[src/rtl/rnn_input_feeder_if.sv]
// Host/core-facing bundle for rnn_input_feeder: push port, sequence control
// and the fetch port that feeds the RNN core.
interface rnn_input_feeder_if #(
    parameter int AW     = 4,
    parameter int DATA_W = 32
);
    logic              wr_en;
    logic [DATA_W-1:0] wr_data;
    logic              start;
    logic              busy;
    logic              i_en;
    logic [DATA_W-1:0] idata;
    logic              ready;
    logic              full;
    logic [AW:0]       count;
    logic              overflow;
    logic              underflow;

    modport master (
        output wr_en, wr_data, start, busy, i_en,
        input  idata, ready, full, count, overflow, underflow
    );

    modport slave (
        input  wr_en, wr_data, start, busy, i_en,
        output idata, ready, full, count, overflow, underflow
    );
endinterface

[src/rtl/rnn_input_feeder.sv]
// Input-vector FIFO feeding the RNN core: host pushes vectors, the core pulls
// one per i_en strobe, and a small FSM raises ready once enough are buffered.
module rnn_input_feeder #(
    parameter int DEPTH       = 16,
    parameter int AW          = 4,
    parameter int START_LEVEL = 1,
    parameter int DATA_W      = 32
) (
    input logic               clk,
    input logic               reset,
    rnn_input_feeder_if.slave bus
);
    typedef enum logic [1:0] {IDLE, ARMED, LAUNCH, RUN} state_t;

    localparam logic [AW:0] DEPTH_C = (AW+1)'(DEPTH);
    localparam logic [AW:0] START_C = (AW+1)'(START_LEVEL);

    state_t            state;
    logic [DATA_W-1:0] mem [DEPTH];
    logic [AW-1:0]     wr_ptr;
    logic [AW-1:0]     rd_ptr;
    logic [AW:0]       cnt;
    logic [AW:0]       cnt_nxt;
    logic [DATA_W-1:0] idata_q;
    logic              ready_q;
    logic              full_q;
    logic              ovf_q;
    logic              udf_q;
    logic              pop;
    logic              push;
    logic              drop;
    logic              starve;
    logic              clr;

    // A push into a full FIFO is still accepted when a pop frees the slot in
    // the same cycle; an empty FIFO never forwards a same-cycle push.
    always_comb begin
        pop     = bus.i_en && (cnt != '0);
        push    = bus.wr_en && ((cnt != DEPTH_C) || pop);
        drop    = bus.wr_en && !push;
        starve  = bus.i_en && (cnt == '0);
        clr     = (state == IDLE) && bus.start;
        cnt_nxt = cnt;
        if (push && !pop)
            cnt_nxt = cnt + 1'b1;
        else if (pop && !push)
            cnt_nxt = cnt - 1'b1;
    end

    always_ff @(posedge clk) begin
        if (push)
            mem[wr_ptr] <= bus.wr_data;
    end

    always_ff @(posedge clk) begin
        if (!reset) begin
            wr_ptr  <= '0;
            rd_ptr  <= '0;
            cnt     <= '0;
            full_q  <= 1'b0;
            idata_q <= '0;
            ovf_q   <= 1'b0;
            udf_q   <= 1'b0;
        end else begin
            if (push)
                wr_ptr <= wr_ptr + 1'b1;
            if (pop) begin
                idata_q <= mem[rd_ptr];
                rd_ptr  <= rd_ptr + 1'b1;
            end
            cnt    <= cnt_nxt;
            full_q <= (cnt_nxt == DEPTH_C);
            // A fault in the same cycle as the clearing start still sticks.
            ovf_q  <= (ovf_q && !clr) || drop;
            udf_q  <= (udf_q && !clr) || starve;
        end
    end

    always_ff @(posedge clk) begin
        if (!reset) begin
            state   <= IDLE;
            ready_q <= 1'b0;
        end else begin
            case (state)
                IDLE: begin
                    ready_q <= 1'b0;
                    if (bus.start)
                        state <= ARMED;
                end
                ARMED: begin
                    if (cnt >= START_C) begin
                        state   <= LAUNCH;
                        ready_q <= 1'b1;
                    end
                end
                LAUNCH: begin
                    if (bus.busy) begin
                        state   <= RUN;
                        ready_q <= 1'b0;
                    end
                end
                RUN: begin
                    ready_q <= 1'b0;
                    if (!bus.busy)
                        state <= IDLE;
                end
                default: begin
                    state   <= IDLE;
                    ready_q <= 1'b0;
                end
            endcase
        end
    end

    assign bus.idata     = idata_q;
    assign bus.ready     = ready_q;
    assign bus.full      = full_q;
    assign bus.count     = cnt;
    assign bus.overflow  = ovf_q;
    assign bus.underflow = udf_q;
endmodule
[src/flat_wrapper.sv]
// flat-port wrapper written by rule: the top's interface ports become plain ports
module rnn_input_feeder_flat 
#(
    parameter int DEPTH       = 16,
    parameter int AW          = 4,
    parameter int START_LEVEL = 1,
    parameter int DATA_W      = 32
)
  (clk, reset, bus_wr_en, bus_wr_data, bus_start, bus_busy, bus_i_en, bus_idata, bus_ready, bus_full, bus_count, bus_overflow, bus_underflow);
  rnn_input_feeder_if #(.AW(AW), .DATA_W(DATA_W)) bus_i ();
  input logic clk;
  input logic reset;
  input wire logic [$bits(bus_i.wr_en)-1:0] bus_wr_en;
  input wire logic [$bits(bus_i.wr_data)-1:0] bus_wr_data;
  input wire logic [$bits(bus_i.start)-1:0] bus_start;
  input wire logic [$bits(bus_i.busy)-1:0] bus_busy;
  input wire logic [$bits(bus_i.i_en)-1:0] bus_i_en;
  output wire logic [$bits(bus_i.idata)-1:0] bus_idata;
  output wire logic [$bits(bus_i.ready)-1:0] bus_ready;
  output wire logic [$bits(bus_i.full)-1:0] bus_full;
  output wire logic [$bits(bus_i.count)-1:0] bus_count;
  output wire logic [$bits(bus_i.overflow)-1:0] bus_overflow;
  output wire logic [$bits(bus_i.underflow)-1:0] bus_underflow;
  assign bus_i.wr_en = bus_wr_en;
  assign bus_i.wr_data = bus_wr_data;
  assign bus_i.start = bus_start;
  assign bus_i.busy = bus_busy;
  assign bus_i.i_en = bus_i_en;
  assign bus_idata = bus_i.idata;
  assign bus_ready = bus_i.ready;
  assign bus_full = bus_i.full;
  assign bus_count = bus_i.count;
  assign bus_overflow = bus_i.overflow;
  assign bus_underflow = bus_i.underflow;
  rnn_input_feeder #(.DEPTH(DEPTH), .AW(AW), .START_LEVEL(START_LEVEL), .DATA_W(DATA_W)) u_core (.clk(clk), .reset(reset), .bus(bus_i));
endmodule
[config.mk]
export PLATFORM = sky130hd
export DESIGN_NAME = rnn_input_feeder_flat
export DESIGN_NICKNAME = d
export VERILOG_FILES = /design/src/rtl/rnn_input_feeder_if.sv /design/src/rtl/rnn_input_feeder.sv /design/src/flat_wrapper.sv
export SDC_FILE = /design/constraint.sdc
export NUM_CORES = 1
export LEC_CHECK = 0
export ABC_AREA = 1
export CORE_MARGIN = 5
export CORE_UTILIZATION = 50
export DETAILED_ROUTE_END_ITERATION = 8
export GPL_TIMING_DRIVEN = 0
export PLACE_DENSITY = 0.67
export SETUP_SLACK_MARGIN = 0.1
export SYNTH_ARGS = -nofsm -noshare
export SYNTH_HDL_FRONTEND = slang
export SYNTH_SLANG_ARGS = --single-unit
export TNS_END_PERCENT = 5
[constraint.sdc]
create_clock -name clk -period 4.8 [get_ports clk]
set_clock_uncertainty 0.2 [all_clocks]
set_input_delay 1.44 -clock clk [delete_from_list [all_inputs] [get_ports clk]]
set_output_delay 1.44 -clock clk [all_outputs]
set_load 0.1 [all_outputs]
==> load_flow_metrics.sql, run 1 <==
INSERT INTO impl_metrics (metric_group, metric, value, unit) VALUES
('status', 'outcome', 'complete, no violations', ''),
('global_route', 'antenna_found_initial', '0', ''),
('setup_path', 'cp_data_arrival_time', '2.33', 'ns'),
('clock_network', 'numClockSinks', '563', ''),
('setup_path', 'critical-path-top-delay-family', 'buffers and inverters', ''),
('synthesis', 'yosysSeqAreaShare', '72.8', '%'),
('global_route', 'via_count_of_the_first_global_routing_pass', '15100', ''),
('timing', 'layout_worst_path_cycle_share', '82.7', '%'),
('synthesis', 'synth_edf_count', '512', ''),
('final_layout', 'num-nets-final', '2043', ''),
('drt', 'route.detailed.wl_per_inst', '23.8', 'um'),
('power_and_ir_drop', 'power_report.internal_total', '9.11', 'mW'),
('global_route', 'grt_pass1_wl', '93100', 'um'),
('drt', 'finalWirelength', '62400', 'um'),
('min_path', 'timing.hold.worst.class', 'reg2reg', ''),
('drt', 'drtPass1Iterations', '6', ''),
('synthesis', 'synth_top_family_by_area', 'compound AO/OA/AOI/OAI gates', ''),
('synthesis', 'synth.area.top_cells', 'sky130_fd_sc_hd__edfxtp_1, sky130_fd_sc_hd__nor2_1, sky130_fd_sc_hd__o21ai_0', ''),
('drt', 'drt-initial-drc-count', '1811', ''),
('setup_path', 'timing.critical_path.fanout_max', '7', ''),
('synthesis', 'yosys-top-cells-count', 'sky130_fd_sc_hd__edfxtp_1, sky130_fd_sc_hd__nor2_1, sky130_fd_sc_hd__o21ai_0', ''),
('synthesis', 'synthMuxAreaShare', '0', '%'),
('global_route', 'gr-usage-all-layers', '24.7', '%'),
('timing', 'hold-worst-slack', '0.265', 'ns'),
('synthesis', 'synth_area_per_cell', '12.3', 'um^2'),
('job', 'cap_viol_max_count', '0', ''),
('synthesis', 'synth.cell_area', '0.0225', 'mm^2'),
('placement', 'globalplace.congestion', '0.861', ''),
('power_and_ir_drop', 'power.total', '13.9', 'mW'),
('placement', 'cells_after_dpl', '2524', ''),
('timing', 'min_period', '3.97', 'ns'),
('drt', 'route.detailed.drc', '0', ''),
('drt', 'viasPerCell', '5.85', ''),
('clock_network', 'cts.root.buffer_cell', 'sky130_fd_sc_hd__clkbuf_16', ''),
('setup_path', 'critPathLaunch', 'u_core.bus.count[2]', ''),
('timing', 'report.final.hold_viol_count', '0', ''),
('min_path', 'min_from', 'u_core.bus.overflow', ''),
('clock_network', 'cts_buffers', '56', ''),
('floorplan', 'placeableCoreArea', '0.0444', 'mm^2'),
('timing', 'final-setup-viol-count', '0', ''),
('synthesis', 'synth.ff_latch_count', '563', ''),
('synthesis', 'synth.lib_cells_used.distinct', '26', ''),
('clock_network', 'path_clk_slew', '0.07', 'ns'),
('power_and_ir_drop', 'cellLeakagePower', '8.88', 'nW'),
('setup_path', 'timing.critical_path.from_type', 'flip-flop', ''),
('synthesis', 'dominantRegCellSynth', 'sky130_fd_sc_hd__edfxtp_1', ''),
('timing', 'worst_max_slew_margin_expressed_relative_to_the_limit', '33.6', '%'),
('placement', 'dpl.hpwl', '40400', 'um'),
('global_route', 'grt_max_degree', '24', ''),
('floorplan', 'count_of_pins_on_the_block_boundary', '79', ''),
('setup_path', 'critical_path.reg2reg.startpoint', 'u_core.bus.count[0]', ''),
('floorplan', 'floorplan.rows', '77', ''),
('synthesis', 'netlist_instances', '1838', ''),
('final_layout', 'layout.filler_cells', '3440', ''),
('clock_network', 'postCtsSetupBuffers', '0', ''),
('power_and_ir_drop', 'share_clk_of_total_power', '31.5', '%'),
('setup_path', 'crit_chain', 'clkdlybuf4s50_1', ''),
('floorplan', 'dieHeight', '222', 'um'),
('synthesis', 'synth-xor-area-share', '0.155', '%'),
('power_and_ir_drop', 'pwr_per_cell_area', '526', 'mW/mm^2'),
('timing', 'fmax', '252', 'MHz'),
('drt', 'drtAntennaViolNets', '0', ''),
('synthesis', 'synth-compound-area-share', '11.3', '%'),
('synthesis', 'synthesis.yosys.warnings', '0', ''),
('setup_path', 'timing.critical_path.required', '3.16', 'ns'),
('clock_network', 'post_cts_resize_count', '0', ''),
('clock_network', 'cts.htree.levels', '2', ''),
('synthesis', 'async_flop_share', '0', '%'),
('synthesis', 'postSynthNetCount', '1891', ''),
('timing', 'final_max_slew_viol_count', '0', ''),
('final_layout', 'final_layout_size_suffix_gt1_share', '7.95', '%');
## cells by family (layout without fill, tap and decap cells)
| group | after synthesis | after routing |
|---|---|---|
| DFF | 563 | 563 |
| and+or+nand+nor | 603 | 603 |
| buffers and inverters | 211 | 410 |
| adders and majority gates | 15 | 15 |
| AOI/OAI and AO/OA | 442 | 442 |
| xor gates and xnor gates | 4 | 4 |
## layer usage
metal / track usage [%] / vias up / wire (um)
met2: 39.9 / 824 / 29500
li1: - / 6910 / -
met5: 0 / - / 0
met3: 4.90 / 124 / 5960
met4: 8.77 / 0 / 1960
met1: 33.8 / 7534 / 25000
## cell type report
class / instances / area, um^2 / area share [%]
flip-flops and latches: 563 / 16400 / 62.1
well taps: 592 / 741 / 2.81
clock inverters: 27 / 288 / 1.09
plain buffers: 118 / 587 / 2.22
repair buffers: 94 / 1180 / 4.48
clock buffers: 78 / 1530 / 5.78
multi-input cells: 1064 / 5320 / 20.2
inverters: 93 / 352 / 1.33
## worst register-to-register path, cell delays in order (launching register included)
cell	delay [ns]
sky130_fd_sc_hd__dfxtp_1	0.43
sky130_fd_sc_hd__inv_1	0.14
sky130_fd_sc_hd__ha_1	0.27
sky130_fd_sc_hd__nand3_1	0.13
sky130_fd_sc_hd__nand2_1	0.14
sky130_fd_sc_hd__inv_1	0.15
sky130_fd_sc_hd__nand2_1	0.25
sky130_fd_sc_hd__nor2_4	0.73
sky130_fd_sc_hd__buf_16	0.25
## sequential cells by signal, indices dropped and copies added, names as in the netlist
name                  count
u_core.bus.count          5
u_core.bus.full           1
u_core.bus.idata         32
u_core.bus.overflow       1
u_core.bus.ready          1
u_core.bus.underflow      1
u_core.mem              512
u_core.rd_ptr             4
u_core.state              2
u_core.wr_ptr             4
## metrics by stage
step	instance area [um^2]	TNS [ns]	util (%)	setup WS (ns)
finish	26400	0	59.4	0.833
global placement	24100	-618.02	54.2	-1.49
detailed placement	24600	0	55.3	0.474
floorplan	22500	0	-	0.801
global route	26400	0	59.4	0.802
CTS	26400	0	59.4	0.823
## worst paths after layout
check                   endpoint  slack [ns]  cells past startpoint
max                 bus_count[2]        0.83                      1
min          u_core.bus.overflow        0.27                      2
max reg2reg     u_core.mem[9][7]        1.77                      8
min reg2reg  u_core.bus.overflow        0.27                      2
## power groups by stage
stage | Combinational (mW) | Sequential [mW] | Clock [mW]
6_report | 3.86 | 5.65 | 4.37
5_1_grt | 4.16 | 5.67 | 4.59
4_1_cts | 3.84 | 5.65 | 4.39
3_5_place_dp | 3.82 | 5.76 | 0
3_3_place_gp | 3.70 | 5.75 | 0
2_1_floorplan | 1.77 | 6.52 | 0
## cells in the final DEF (no fill, tap or decap), types with 5 or more instances in the layout
cell / instances
sky130_fd_sc_hd__nand3_1: 111
sky130_fd_sc_hd__buf_6: 9
sky130_fd_sc_hd__bufinv_16: 6
sky130_fd_sc_hd__o211ai_1: 129
sky130_fd_sc_hd__nand2_1: 67
sky130_fd_sc_hd__clkinv_2: 5
sky130_fd_sc_hd__buf_16: 11
sky130_fd_sc_hd__clkbuf_16: 57
sky130_fd_sc_hd__inv_1: 91
sky130_fd_sc_hd__clkbuf_1: 82
sky130_fd_sc_hd__ha_1: 15
sky130_fd_sc_hd__o21ai_1: 21
sky130_fd_sc_hd__dfxtp_1: 51
sky130_fd_sc_hd__clkinv_1: 11
sky130_fd_sc_hd__buf_12: 5
sky130_fd_sc_hd__o21ai_0: 246
sky130_fd_sc_hd__nor2_4: 17
sky130_fd_sc_hd__edfxtp_1: 512
sky130_fd_sc_hd__clkdlybuf4s50_1: 78
sky130_fd_sc_hd__buf_4: 12
sky130_fd_sc_hd__buf_2: 25
sky130_fd_sc_hd__nor2_1: 398
sky130_fd_sc_hd__buf_1: 9
sky130_fd_sc_hd__a21oi_1: 45
Note: power is estimated with default switching activity, not from simulation.
==> run 2, diff against run 1 <==
--- a/config.mk
+++ b/config.mk
@@ -10,7 +10,7 @@
 export CORE_UTILIZATION = 50
 export DETAILED_ROUTE_END_ITERATION = 8
 export GPL_TIMING_DRIVEN = 0
-export PLACE_DENSITY = 0.67
+export PLACE_DENSITY = 0.7
 export SETUP_SLACK_MARGIN = 0.1
 export SYNTH_ARGS = -nofsm -noshare
 export SYNTH_HDL_FRONTEND = slang
==> constraint.sdc (replaced) <==
create_clock -name clk -period 3.5 [get_ports clk]
set_clock_uncertainty 0.2 [all_clocks]
set_input_delay 1.05 -clock clk [delete_from_list [all_inputs] [get_ports clk]]
set_output_delay 1.05 -clock clk [all_outputs]
set_load 0.1 [all_outputs]
==> load_flow_metrics.sql, run 2 (synthesis results as in run 1) <==
INSERT INTO impl_metrics (metric_group, metric, value, unit) VALUES
('floorplan', 'floorplan.rows', '77', ''),
('drt', 'finalWirelength', '62600', 'um'),
('timing', 'worst_max_slew_margin_expressed_relative_to_the_limit', '31.0', '%'),
('timing', 'fmax', '299', 'MHz'),
('power_and_ir_drop', 'p_switching', '6.54', 'mW'),
('timing', 'pin_slew_with_the_least_headroom_to_its_limit', '1.04', 'ns'),
('setup_path', 'crit_chain', 'clkdlybuf4s50_1 -> nor2_1 -> nand3_1 -> nand2_1 -> inv_1 -> nand2_1 -> nor2_4 -> buf_16', ''),
('power_and_ir_drop', 'share_clk_of_total_power', '31.6', '%'),
('drt', 'route.detailed.wl_per_inst', '23.8', 'um'),
('timing', 'min_period', '3.35', 'ns'),
('drt', 'via_count', '15600', ''),
('setup_path', 'cp_common_cell', 'sky130_fd_sc_hd__nand2_1', ''),
('floorplan', 'floorplan.die_area', '0.0494', 'mm^2'),
('placement', 'cells_after_dpl', '2524', ''),
('clock_network', 'hold_buffers', '0', ''),
('floorplan', 'dieHeight', '222', 'um'),
('global_route', 'antenna_found_initial', '0', ''),
('global_route', 'grt_pass1_wl', '93100', 'um'),
('timing', 'grt_setup_unrepaired', 'true', ''),
('clock_network', 'numClockSinks', '563', ''),
('floorplan', 'placeableCoreArea', '0.0444', 'mm^2'),
('final_layout', 'final_layout_size_suffix_gt1_share', '8.15', '%'),
('floorplan', 'initial_core_util', '50.7', '%'),
('drt', 'drtAntennaViolNets', '0', ''),
('drt', 'drt-initial-drc-count', '1971', ''),
('drt', 'viasPerCell', '5.92', ''),
('timing', 'layout_worst_path_cycle_share', '95.7', '%'),
('power_and_ir_drop', 'power_report.internal_total', '12.5', 'mW'),
('clock_network', 'cts.htree.levels', '2', ''),
('floorplan', 'die_x', '222', 'um'),
('clock_network', 'maximum_clock_insertion_buffer_count', '3', ''),
('placement', 'globalplace.congestion', '0.838', ''),
('power_and_ir_drop', 'power_frac_comb', '27.8', '%'),
('floorplan', 'count_of_pins_on_the_block_boundary', '79', ''),
('timing', 'final_max_slew_viol_count', '0', ''),
('clock_network', 'clock_tree_from_tritoncts', 'done', ''),
('final_layout', 'layout-area-overhead-vs-synth', '17.3', '%'),
('global_route', 'gr-usage-all-layers', '24.7', '%'),
('timing', 'final-setup-viol-count', '0', ''),
('final_layout', 'regMostFlops', 'u_core.mem', ''),
('setup_path', 'timing.critical_path.fanout_max', '18', ''),
('setup_path', 'cp_data_arrival_time', '3.45', 'ns'),
('power_and_ir_drop', 'pwr_per_cell_area', '720', 'mW/mm^2'),
('drt', 'route.detailed.drc', '0', ''),
('setup_path', 'timing.critical_path.from_type', 'primary input', ''),
('clock_network', 'cts_buffers', '57', ''),
('placement', 'dpl.hpwl', '40200', 'um'),
('power_and_ir_drop', 'vdd_drop_max', '0.000451', 'V'),
('drt', 'drtPass1Iterations', '5', ''),
('clock_network', 'cts.root.buffer_cell', 'sky130_fd_sc_hd__clkbuf_16', ''),
('final_layout', 'largest_register_ff_count', '512', ''),
('status', 'outcome', 'complete, no violations', ''),
('setup_path', 'critical_path_capture_point_type', 'flip-flop', ''),
('final_layout', 'layout.cells.most_common', 'sky130_fd_sc_hd__edfxtp_1', ''),
('timing', 'report.final.hold_viol_count', '0', ''),
('setup_path', 'timing.critical_path.required', '3.60', 'ns'),
('final_layout', 'layout.filler_cells', '3393', ''),
('global_route', 'via_count_of_the_first_global_routing_pass', '15300', ''),
('placement', 'io_buffer_count', '78', ''),
('clock_network', 'worst_skew_pair.late_latency', '0.60', 'ns'),
('clock_network', 'path_clk_slew', '0.06', 'ns'),
('global_route', 'grt_max_degree', '24', ''),
('power_and_ir_drop', 'power.total', '19.0', 'mW'),
('setup_path', 'crit_type', 'in2reg', ''),
('final_layout', 'final_util', '59.5', '%'),
('min_path', 'timing.hold.worst.class', 'reg2reg', ''),
('final_layout', 'num-nets-final', '2046', ''),
('job', 'cap_viol_max_count', '0', ''),
('final_layout', 'antenna_cells', '0', ''),
('power_and_ir_drop', 'sw_share', '34.3', '%'),
('final_layout', 'fin_cells', '2630', ''),
('power_and_ir_drop', 'power.sequential.fraction', '40.7', '%'),
('power_and_ir_drop', 'cellLeakagePower', '8.92', 'nW'),
('final_layout', 'commonest_cells_after_routing_fill_and_taps_aside', 'sky130_fd_sc_hd__edfxtp_1, sky130_fd_sc_hd__nor2_1, sky130_fd_sc_hd__o21ai_0, sky130_fd_sc_hd__o211ai_1, sky130_fd_sc_hd__nand3_1', ''),
('global_route', 'grt_overflow_total', '0', ''),
('setup_path', 'crit_path_max_incr_delay', '0.66', 'ns'),
('setup_path', 'crit_path_top_delay_cell', 'sky130_fd_sc_hd__nor2_4', '');
[run 2: changes by cell type in the layout (fill, tap and decap cells not counted), sizes merged]
cell and change:
buf +2, clkinvlp -1, clkdlybuf4s50 -4, clkbuf -1, dlygate4sd2 +4, inv +1
[run 2: power groups by stage]
stage / Clock, mW / Sequential, mW / Combinational [mW]
3_5_place_dp: 0 / 7.89 / 5.21
4_1_cts: 6.04 / 7.74 / 5.25
6_report: 6.01 / 7.74 / 5.29
2_1_floorplan: 0 / 8.94 / 2.43
5_1_grt: 6.32 / 7.77 / 5.69
3_3_place_gp: 0 / 7.88 / 5.07
[run 2: what timing repair did]
action	4_1_cts	5_1_grt
pin swaps	0	1
setup buffers	0	2
resized for setup	4	0
endpoints found under the setup margin	4	36
[run 2: metrics by stage]
stage	TNS [ns]	setup WS [ns]	hold WS, ns	instance area (um^2)
2_1_floorplan	0	0.000977	0.267	22600
3_3_place_gp	-585.57	-1.22	0.261	24100
3_5_place_dp	-127.58	-0.415	0.269	24600
4_1_cts	0	0.125	0.279	26400
5_1_grt	0	0.0757	0.309	26400
6_report	0	0.152	0.276	26400
[run 2: final timing paths]
| kind | from | to | slack, ns | cells past startpoint |
|---|---|---|---|---|
| setup / recovery | bus_i_en | u_core.mem[0][0] | 0.15 | 8 |
| setup reg to reg | u_core.bus.count[0] | u_core.mem[0][0] | 0.44 | 8 |
| hold / removal | u_core.bus.overflow | u_core.bus.overflow | 0.28 | 2 |
| hold reg to reg | u_core.bus.overflow | u_core.bus.overflow | 0.28 | 2 |
[run 2: metal layers]
layer  track usage (%)  vias to the layer above  wire length [um]
met5                 0                        -                 0
met2              40.6                      872             30100
li1                  -                     6917                 -
met4              8.85                        0              2300
met3              5.16                      161              6130
met1              33.0                     7610             24100
[run 2: layout make-up]
class / instances / area [um^2] / area share, %
clock inverters: 27 / 287 / 1.08
multi-input cells: 1064 / 5320 / 20.1
clock buffers: 77 / 1530 / 5.79
repair buffers: 96 / 1210 / 4.59
plain buffers: 118 / 587 / 2.22
flip-flops and latches: 563 / 16400 / 62.0
well taps: 592 / 741 / 2.80
inverters: 93 / 352 / 1.33
[run 2: worst max-delay path, delay by kind of cell]
kind                   cells  cell delay, ns
AND/OR/NAND/NOR            5            1.32
buffers and inverters      3            1.03
